<file path="src/rtl/vga_sync_monitor_if.sv">
`default_nettype none
// ============================================================================
// vga_sync_monitor_if : sync inputs and recovered timing outputs of the monitor
// Rev 1.0
// ============================================================================
interface vga_sync_monitor_if;
  logic        hs_in;
  logic        vs_in;
  logic [10:0] h_pos;
  logic [10:0] v_pos;
  logic        pixel_valid;
  logic [12:0] line_len;
  logic [10:0] frame_lines;
  logic        locked;
  logic        timing_err;

  modport master (
    output hs_in, vs_in,
    input  h_pos, v_pos, pixel_valid, line_len, frame_lines, locked, timing_err
  );

  modport slave (
    input  hs_in, vs_in,
    output h_pos, v_pos, pixel_valid, line_len, frame_lines, locked, timing_err
  );
endinterface
`default_nettype wire

</file>
<file path="src/rtl/vga_sync_monitor.sv">
`default_nettype none
// ============================================================================
// vga_sync_monitor : measures incoming HS/VS timing, recovers pixel position, lock FSM
// Rev 1.0
// ============================================================================
module vga_sync_monitor #(
  parameter int H_BACK      = 144,
  parameter int H_ACTIVE    = 640,
  parameter int V_BACK      = 35,
  parameter int V_ACTIVE    = 480,
  parameter int LOCK_FRAMES = 2
) (
  input  logic               clk,
  input  logic               rst,
  vga_sync_monitor_if.slave  mon
);

  localparam logic [12:0] C_HCNT_MAX  = 13'h1FFF;
  localparam logic [10:0] C_VLINE_MAX = 11'h7FF;
  localparam logic [12:0] C_H_LO      = 13'(H_BACK);
  localparam logic [12:0] C_H_HI      = 13'(H_BACK + H_ACTIVE);
  localparam logic [10:0] C_V_LO      = 11'(V_BACK);
  localparam logic [10:0] C_V_HI      = 11'(V_BACK + V_ACTIVE);
  localparam logic [3:0]  C_LOCK      = 4'(LOCK_FRAMES);

  typedef enum logic [1:0] {
    SEARCH = 2'd0,
    TRACK  = 2'd1,
    LOCKED = 2'd2
  } state_t;

  state_t      state_q, state_d;
  logic        hs_q, vs_q;
  logic [12:0] hcnt_q, hcnt_d, len_q, len_d;
  logic [10:0] vline_q, vline_d, fl_q, fl_d;
  logic [3:0]  good_q, good_d;
  logic        bad_q, bad_d, err_q, err_d;

  logic        hs_fall, vs_fall, line_mis, frame_mis, h_act, v_act;
  logic [12:0] hcnt_inc;
  logic [10:0] vline_inc;
  logic [3:0]  good_inc;

  assign hs_fall   = hs_q & ~mon.hs_in;
  assign vs_fall   = vs_q & ~mon.vs_in;
  assign hcnt_inc  = hcnt_q + 13'd1;
  assign vline_inc = vline_q + 11'd1;
  assign good_inc  = good_q + 4'd1;
  assign line_mis  = hs_fall && (hcnt_inc != len_q);
  assign frame_mis = vs_fall && (vline_inc != fl_q);

  always_comb begin
    hcnt_d  = hs_fall ? 13'd0 : ((hcnt_q == C_HCNT_MAX) ? hcnt_q : hcnt_inc);
    vline_d = vline_q;
    if (vs_fall)
      vline_d = 11'd0;
    else if (hs_fall && (vline_q != C_VLINE_MAX))
      vline_d = vline_inc;
    len_d = hs_fall ? hcnt_inc : len_q;
    fl_d  = vs_fall ? vline_inc : fl_q;
  end

  always_comb begin
    state_d = state_q;
    good_d  = good_q;
    bad_d   = bad_q;
    err_d   = 1'b0;
    case (state_q)
      SEARCH: begin
        if (vs_fall) begin
          state_d = TRACK;
          good_d  = 4'd0;
          bad_d   = line_mis;
        end
      end
      TRACK: begin
        if (line_mis)
          bad_d = 1'b1;
        // A mismatch on the line closing the frame is charged to the next frame.
        if (vs_fall) begin
          bad_d = line_mis;
          if (!bad_q && !frame_mis) begin
            good_d = good_inc;
            if (good_inc == C_LOCK)
              state_d = LOCKED;
          end else begin
            good_d = 4'd0;
          end
        end
      end
      LOCKED: begin
        if (line_mis || frame_mis) begin
          err_d   = 1'b1;
          state_d = TRACK;
          good_d  = 4'd0;
          bad_d   = 1'b1;
        end
      end
      default: state_d = SEARCH;
    endcase
    // Loss of HS entirely is a silent drop back to acquisition, not a deviation.
    if ((state_q != SEARCH) && (hcnt_q == C_HCNT_MAX)) begin
      state_d = SEARCH;
      good_d  = 4'd0;
      bad_d   = 1'b0;
      err_d   = 1'b0;
    end
  end

  always_ff @(posedge clk or posedge rst) begin
    if (rst) begin
      hs_q    <= 1'b1;
      vs_q    <= 1'b1;
      hcnt_q  <= '0;
      vline_q <= '0;
      len_q   <= '0;
      fl_q    <= '0;
      good_q  <= '0;
      bad_q   <= 1'b0;
      err_q   <= 1'b0;
      state_q <= SEARCH;
    end else begin
      hs_q    <= mon.hs_in;
      vs_q    <= mon.vs_in;
      hcnt_q  <= hcnt_d;
      vline_q <= vline_d;
      len_q   <= len_d;
      fl_q    <= fl_d;
      good_q  <= good_d;
      bad_q   <= bad_d;
      err_q   <= err_d;
      state_q <= state_d;
    end
  end

  assign h_act = (hcnt_q >= C_H_LO) && (hcnt_q < C_H_HI);
  assign v_act = (vline_q >= C_V_LO) && (vline_q < C_V_HI);

  assign mon.h_pos       = (h_act && v_act) ? 11'(hcnt_q - C_H_LO) : 11'd0;
  assign mon.v_pos       = (h_act && v_act) ? (vline_q - C_V_LO) : 11'd0;
  assign mon.locked      = (state_q == LOCKED);
  assign mon.pixel_valid = h_act && v_act && (state_q == LOCKED);
  assign mon.line_len    = len_q;
  assign mon.frame_lines = fl_q;
  assign mon.timing_err  = err_q;

endmodule
`default_nettype wire
</file>
<file path="src/flat_wrapper.sv">
// flat-port wrapper written by rule: the top's interface ports become plain ports
module vga_sync_monitor_flat 
#(
  parameter int H_BACK      = 144,
  parameter int H_ACTIVE    = 640,
  parameter int V_BACK      = 35,
  parameter int V_ACTIVE    = 480,
  parameter int LOCK_FRAMES = 2
)
  (clk, rst, mon_hs_in, mon_vs_in, mon_h_pos, mon_v_pos, mon_pixel_valid, mon_line_len, mon_frame_lines, mon_locked, mon_timing_err);
  vga_sync_monitor_if mon_i ();
  input  logic clk;
  input  logic rst;
  input wire logic [$bits(mon_i.hs_in)-1:0] mon_hs_in;
  input wire logic [$bits(mon_i.vs_in)-1:0] mon_vs_in;
  output wire logic [$bits(mon_i.h_pos)-1:0] mon_h_pos;
  output wire logic [$bits(mon_i.v_pos)-1:0] mon_v_pos;
  output wire logic [$bits(mon_i.pixel_valid)-1:0] mon_pixel_valid;
  output wire logic [$bits(mon_i.line_len)-1:0] mon_line_len;
  output wire logic [$bits(mon_i.frame_lines)-1:0] mon_frame_lines;
  output wire logic [$bits(mon_i.locked)-1:0] mon_locked;
  output wire logic [$bits(mon_i.timing_err)-1:0] mon_timing_err;
  assign mon_i.hs_in = mon_hs_in;
  assign mon_i.vs_in = mon_vs_in;
  assign mon_h_pos = mon_i.h_pos;
  assign mon_v_pos = mon_i.v_pos;
  assign mon_pixel_valid = mon_i.pixel_valid;
  assign mon_line_len = mon_i.line_len;
  assign mon_frame_lines = mon_i.frame_lines;
  assign mon_locked = mon_i.locked;
  assign mon_timing_err = mon_i.timing_err;
  vga_sync_monitor #(.H_BACK(H_BACK), .H_ACTIVE(H_ACTIVE), .V_BACK(V_BACK), .V_ACTIVE(V_ACTIVE), .LOCK_FRAMES(LOCK_FRAMES)) u_core (.clk(clk), .rst(rst), .mon(mon_i));
endmodule
</file>
<file path="config.mk">
export PLATFORM = sky130hd
export DESIGN_NAME = vga_sync_monitor_flat
export DESIGN_NICKNAME = d
export VERILOG_FILES = /design/src/rtl/vga_sync_monitor_if.sv /design/src/rtl/vga_sync_monitor.sv /design/src/flat_wrapper.sv
export SDC_FILE = /design/constraint.sdc
export NUM_CORES = 1
export LEC_CHECK = 0
export BUFFER_PORTS_ARGS = -buffer_cell sky130_fd_sc_hd__buf_2
export CAP_MARGIN = 5
export CORE_MARGIN = 10
export CORE_UTILIZATION = 55
export DETAILED_ROUTE_END_ITERATION = 10
export HOLD_SLACK_MARGIN = 0.15
export PLACE_DENSITY = 0.76
export SLEW_MARGIN = 20
export SYNTH_ARGS = -nofsm -noshare
export SYNTH_HDL_FRONTEND = slang
export SYNTH_SLANG_ARGS = --single-unit
</file>
<file path="constraint.sdc">
create_clock -name clk -period 3.96 [get_ports clk]
set_clock_uncertainty 0.1 [all_clocks]
set_input_delay 0.594 -clock clk [delete_from_list [all_inputs] [get_ports clk]]
set_output_delay 0.594 -clock clk [all_outputs]
set_load 0.1 [all_outputs]
</file>
# Yosys cells after proc, flatten, opt, wreduce, memory -nomap -nowiden

Cells that the tools add are included.

Output and inout bits: 49
Word-level logic and storage cells: 84
Bits of input ports: 4
Bits in registers: 58

Reductions and logical operators: 19
Bitwise logic cells: 4
Eq/ne operators: 14
Add/subtract/negate cells: 5
$lt $le $gt $ge: 4
Mux-type cells: 28

Operators with widths:

| kind                    | count |
|---|---|
| $mux W11                | 4 |
| $mux W13                | 2 |
| $mux W4                 | 5 |
| $ne A3 B1 Y1 const B    | 5 |
| $add A13 B1 Y13 const B | 1 |
| $eq A13 B13 Y1 const B  | 1 |
| $ge A13 B8 Y1 const B   | 1 |
| $lt A13 B10 Y1 const B  | 1 |
| $ne A13 B13 Y1          | 1 |
| $mux W2                 | 6 |
| $pmux W4 S3             | 1 |
| $add A11 B1 Y11 const B | 1 |
| $ge A11 B6 Y1 const B   | 1 |
| $lt A11 B10 Y1 const B  | 1 |
| $ne A11 B11 Y1          | 1 |
| $ne A11 B11 Y1 const B  | 1 |
| $sub A11 B6 Y11 const B | 1 |
| $sub A11 B8 Y11 const B | 1 |
| $logic_and A1 B1 Y1     | 9 |
| $mux W1                 | 8 |
| $reduce_and A4 Y1       | 2 |
| $pmux W2 S3             | 1 |
| $reduce_and A5 Y1       | 1 |
| $add A4 B1 Y4 const B   | 1 |
| other kinds (13)        | 17 |

# Depth between registers and ports, before layout

Word-level depth: 9
Mapped depth: 10
Gate-level depth less buffers: 9

# Worst setup path after synthesis

OpenSTA, ideal clock, no wires.

Kind: reg-to-output
Start point: register u_core.vline_q[6]
End point: output mon_v_pos[5]
Data required time: 3.266 ns
Path buffers: 1
Data arrival time: 3.507 ns
Setup slack: -0.241 ns
Cell stages (with the launch flop): 7
Path through: dfrtp_1 clkbuf_1 nor3_1 nor3b_1 a21o_1 o2111ai_1 nor3_1

Longest elaborated chain between the ends: 4
Elaborated cells between the ends (all ways): 5
Those cells by class: order compare (2); mux (1); reduce/logical (2)

Ends and longest elaborated chain:

| element                                         | RTL line                | source |
|---|---|---|
| from (decl)                                     | vga_sync_monitor.sv:35  | `logic [10:0] vline_q, vline_d, fl_q, fl_d;` |
| from (signal assigned)                          | vga_sync_monitor.sv:126 | `vline_q <= vline_d;` |
| $ge A11 B6 Y1 or $lt A11 B10 Y1 (tied branches) | vga_sync_monitor.sv:137 | `assign v_act = (vline_q >= C_V_LO) && (vline_q < C_V_HI);` |
| $logic_and A1 B1 Y1 (*)                         | vga_sync_monitor.sv:137 |  |
| $logic_and A1 B1 Y1 (*)                         | vga_sync_monitor.sv:140 | `assign mon.v_pos = (h_act && v_act) ? (vline_q - C_V_LO) : 11'd0;` |
| $mux W11 (*)                                    | vga_sync_monitor.sv:140 |  |
| to (decl)                                       | flat_wrapper.sv:17      | `output wire logic [$bits(mon_i.v_pos)-1:0] mon_v_pos;` |

Mark *: on every way between the ends. The rest lies on a longest branch, timed or not.

# Worst setup path after layout

Start point: register u_core.hcnt_q[0]
End point: register u_core.good_q[1]

Longest elaborated chain between the ends: 6
Elaborated cells between the ends (all ways): 12
Those cells by class: add/sub (1); eq/ne (5); mux (1); reduce/logical (5)

Ends and longest elaborated chain:

| element                            | RTL line                | source |
|---|---|---|
| from (decl)                        | vga_sync_monitor.sv:34  | `logic [12:0] hcnt_q, hcnt_d, len_q, len_d;` |
| from (signal assigned)             | vga_sync_monitor.sv:125 | `hcnt_q <= hcnt_d;` |
| $add A13 B1 Y13                    | vga_sync_monitor.sv:46  | `assign hcnt_inc = hcnt_q + 13'd1;` |
| $ne A13 B13 Y1                     | vga_sync_monitor.sv:49  | `assign line_mis = hs_fall && (hcnt_inc != len_q);` |
| $logic_and A1 B1 Y1                | vga_sync_monitor.sv:49  |  |
| $logic_or A1 B1 Y1                 | vga_sync_monitor.sv:92  | `if (line_mis \|\| frame_mis) begin` |
| $ne A3 B1 Y1 (no source line)      | --                      |  |
| $reduce_and A4 Y1 (no source line) | --                      |  |
| to (signal assigned)               | vga_sync_monitor.sv:129 | `good_q <= good_d;` |
| to (decl)                          | vga_sync_monitor.sv:36  | `logic [3:0] good_q, good_d;` |

Parallel ways exist; a longest one is shown, timed or not.
A chain may end at the register's enable or synchronous reset.

==> summary.log <==
INFO  route          route.detailed.drc=0
INFO  finish         final_cell_count_no_fill=615
INFO  floorplanning  die_height=106um
INFO  critical_path  worst_ep_arrival_time=3.81ns
INFO  clock_network  clock-sinks=58
INFO  synthesis      synth.distinct_cells=70
INFO  route          wirelength=10,200um
INFO  hold_path      hold_path.class=in -> reg
INFO  synthesis      synth-edff-count=0
INFO  critical_path  cell_by_cell_trace_of_the_critical_path=ha_1 -> nand4_1 -> nor4_2 -> xnor2_1 -> xor2_1 -> nand4_1 -> a2111oi_4 -> nor3_2 -> mux2_1
INFO  placement      numPortBuffers=52
INFO  synthesis      synth_flop_cell=sky130_fd_sc_hd__dfrtp_1
INFO  route          routed-via-count=3,559
INFO  finish         area_delta_synth_final=10.7%
INFO  clock_network  cts_tree=yes
INFO  global_route   grt_start_max_net_pins=47
INFO  finish         final_layout_size_suffix_gt1_frac=0.202
INFO  critical_path  start_kind=register
INFO  route          first_iter_violations=215
INFO  job            timing.max_cap.violations=0
INFO  timing         post-route-min-period=3.69ns
INFO  critical_path  worstSetupPathType=reg -> reg
INFO  timing         normalized_max_slew_margin=0.392
INFO  timing         max_freq=0.271GHz
INFO  placement      gpl.final_weighted_congestion=0.901
INFO  critical_path  max_stage_delay=0.55ns
INFO  synthesis      yosysSeqAreaShare=0.355
INFO  timing         report.final.setup_viol=0
INFO  clock_network  postCtsHoldBufs=0
INFO  critical_path  critical-path-top-delay-family=simple AND/OR/NAND/NOR gates
INFO  clock_network  clkTransAtPathRegs=0.07ns
INFO  critical_path  peak_fanout_along_the_critical_path=10
INFO  route          post_drt_via_cell_ratio=5.79
INFO  timing         timing.final.crit_share=0.932
INFO  placement      detailed_place_hpwl=7410um
INFO  floorplanning  die_w=106um
INFO  synthesis      synth.ff_latch_count=58
INFO  timing         hold_viol=0
INFO  placement      place.detailed.instances=601
INFO  power          vdd.ir_drop.worst=0.349mV
INFO  clock_network  clkLatencyLatePin=0.35ns
INFO  clock_network  htree_num_levels=3
INFO  clock_network  cts-root-to-sink-buffers=2
INFO  floorplanning  rows=31
INFO  synthesis      async_reset_ff_frac=1.00
INFO  route          post_drt_wl_per_cell=16.6um
INFO  critical_path  timing.critical_path.slowest_stage_cell=sky130_fd_sc_hd__a2111oi_4
INFO  timing         final-max-slew-violation-count=0
INFO  global_route   first_global_vias=3,595
INFO  synthesis      yosys_warns=0
INFO  power          leakagePower=2.06nW
INFO  global_route   grt.overflow.total=0
INFO  clock_network  post_cts_resize_count=0
INFO  clock_network  cts_buffers=9
INFO  floorplanning  floorplan.initialDensity=0.564
INFO  outcome        result_of_the_run=completed
INFO  global_route   antenna_found_initial=0
INFO  floorplanning  floorplan.io_pins=53
INFO  timing         rsz0062_at_grt=false
INFO  timing         final.setup.tns=0ns
INFO  critical_path  critPathCaptureType=register
INFO  clock_network  ctsRootBufferMaster=sky130_fd_sc_hd__clkbuf_8
INFO  floorplanning  core_area=0.00725mm^2
INFO  route          drt_pre_antenna_iters=4
INFO  finish         finish.net_count=528
INFO  synthesis      synth_area=0.00409mm^2
INFO  route          antenna_violating_nets_post_route=0
INFO  global_route   overall_track_demand_over_capacity_in_global_routing=0.184
INFO  critical_path  crit_path_frequent_cell=sky130_fd_sc_hd__nand4_1
INFO  timing         fin_hold_ws=0.261ns
INFO  floorplanning  die_area=0.0113mm^2
INFO  synthesis      mappedNetlistNets=488
INFO  synthesis      synth_area_per_inst=8.65um^2
INFO  critical_path  crit_buf_inv=0
INFO  global_route   wire_length_of_the_first_global_routing_pass=17,400um
INFO  finish         num_antenna_cells=0
INFO  timing         tightestPinTransition=0.912ns
INFO  critical_path  critical_path_required=4.08ns
INFO  power          power.density_cell_area=444mW/mm^2
INFO  clock_network  cts.repair_timing.setup_buffer_count=0
INFO  synthesis      synth_cells=473
[worst reg2reg max path, delay by kind of cell (launching register included)]
kind / cells / cell delay (ns)
AOI/OAI and AO/OA: 1 / 0.55
muxes: 1 / 0.34
xor gates and xnor gates: 2 / 0.42
DFF: 1 / 0.53
adders and majority gates: 1 / 0.32
and+or+nand+nor: 4 / 1.30
[metrics by stage]
step / util / power (mW) / worst slack, ns / instance area, um^2
3_5_place_dp: 0.600 / 1.50 / 0.359 / 4360
3_3_place_gp: 0.600 / 1.47 / 0.568 / 4360
4_1_cts: 0.624 / 2.02 / 0.324 / 4530
2_1_floorplan: - / 1.36 / 0.307 / 4100
6_report: 0.624 / 2.01 / 0.268 / 4530
5_1_grt: 0.624 / 2.12 / 0.0170 / 4530
[cell usage in the layout (no fill, tap or decap), types with 4 or more instances in the layout]
cell type and instances:
sky130_fd_sc_hd__or2b_2 4, sky130_fd_sc_hd__clkbuf_8 9, sky130_fd_sc_hd__clkinv_2 4, sky130_fd_sc_hd__a31oi_1 6, sky130_fd_sc_hd__buf_2 52, sky130_fd_sc_hd__nor2_1 52, sky130_fd_sc_hd__or2_2 4, sky130_fd_sc_hd__nor3_1 5
sky130_fd_sc_hd__xnor2_1 38, sky130_fd_sc_hd__nand3_1 16, sky130_fd_sc_hd__nand2b_1 6, sky130_fd_sc_hd__o31ai_1 5, sky130_fd_sc_hd__a21oi_1 26, sky130_fd_sc_hd__nand4_1 7, sky130_fd_sc_hd__nor3_2 4, sky130_fd_sc_hd__xor2_1 16
sky130_fd_sc_hd__buf_4 6, sky130_fd_sc_hd__nand2_1 55, sky130_fd_sc_hd__dfrtp_1 56, sky130_fd_sc_hd__nor2b_1 7, sky130_fd_sc_hd__inv_1 19, sky130_fd_sc_hd__nor4_1 6, sky130_fd_sc_hd__o21ai_0 32, sky130_fd_sc_hd__ha_1 11
sky130_fd_sc_hd__or3_1 7
[synth_stat cells (all sizes together), types with 3 or more instances]
cell | number | area share
ha | 11 | 0.034
buf | 11 | 0.016
or2 | 4 | 0.0061
xnor2 | 39 | 0.085
inv | 20 | 0.018
o31ai | 5 | 0.0092
nor4 | 8 | 0.015
nand2b | 6 | 0.0092
nor2 | 52 | 0.048
dfrtp | 56 | 0.34
mux2 | 3 | 0.0083
nor2b | 7 | 0.011
and2 | 3 | 0.0049
nand2 | 55 | 0.050
or2b | 4 | 0.0086
a21oi | 27 | 0.034
a32oi | 3 | 0.0064
or3 | 7 | 0.011
or4 | 3 | 0.0070
a211oi | 3 | 0.0055
xor2 | 16 | 0.034
clkbuf | 17 | 0.020
o41ai | 3 | 0.0064
nor3 | 9 | 0.013
o21ai | 33 | 0.040
nand4 | 8 | 0.014
nand3 | 16 | 0.020
a31oi | 6 | 0.0092
[per-layer routing]
metal | vias up | wire [um] | GRT usage
li1 | 1724 | - | -
met1 | 1710 | 4630 | 0.244
met2 | 112 | 4680 | 0.283
met3 | 13 | 749 | 0.0411
met4 | 0 | 156 | 0.0793
met5 | - | 0 | 0
[final timing paths]
kind,startpoint,end,slack [ns],cells past startpoint
worst max-delay path,u_core.hcnt_q[0]$_DFFE_PP0P_,u_core.good_q[1]$_DFFE_PP0P_,0.27,9
worst min-delay path,mon_hs_in,u_core.hs_q$_DFF_PP1_,0.26,1
worst max register to register,u_core.hcnt_q[0]$_DFFE_PP0P_,u_core.good_q[1]$_DFFE_PP0P_,0.27,9
worst min register to register,u_core.mon.line_len[1]$_DFFE_PP0P_,u_core.mon.line_len[1]$_DFFE_PP0P_,0.42,2
max in group asynchronous,rst,u_core.hcnt_q[10]$_DFFE_PP0P_,2.80,3
min in group asynchronous,rst,u_core.good_q[3]$_DFFE_PP0P_,0.29,2
[report_power, final]
group | switching (mW) | total [mW] | internal [mW] | leakage, nW
Sequential | 0.0988 | 0.759 | 0.660 | 0.781
Combinational | 0.485 | 0.732 | 0.247 | 1.19
Clock | 0.241 | 0.521 | 0.280 | 0.0918
Total | 0.825 | 2.01 | 1.19 | 2.06
[layout make-up]
class | instances | area (um^2)
fillers | 650 | 2720
multi-input cells | 366 | 2400
flip-flops and latches | 58 | 1450
repair buffers | 58 | 305
clock buffers | 10 | 128
well taps | 99 | 124
inverters | 20 | 76.3
clock inverters | 4 | 45.0
[logic make-up after synthesis]
family,synth area share
simple gates,0.246
fa+ha+maj,0.0336
buf+inv,0.0627
flops,0.355
xor+xnor,0.131
mux,0.00826
compound gates,0.164
[flip-flops by register name (all words and copies together) (netlist names)]
| register | count |
|---|---|
| u_core.state_q | 2 |
| u_core.bad_q | 1 |
| u_core.mon.frame_lines | 11 |
| u_core.good_q | 4 |
| u_core.vline_q | 11 |
| u_core.hcnt_q | 13 |
| u_core.mon.line_len | 13 |
| u_core.hs_q | 1 |
| u_core.vs_q | 1 |
| u_core.mon.timing_err | 1 |
No activity file was read; power rests on OpenSTA's default activity.
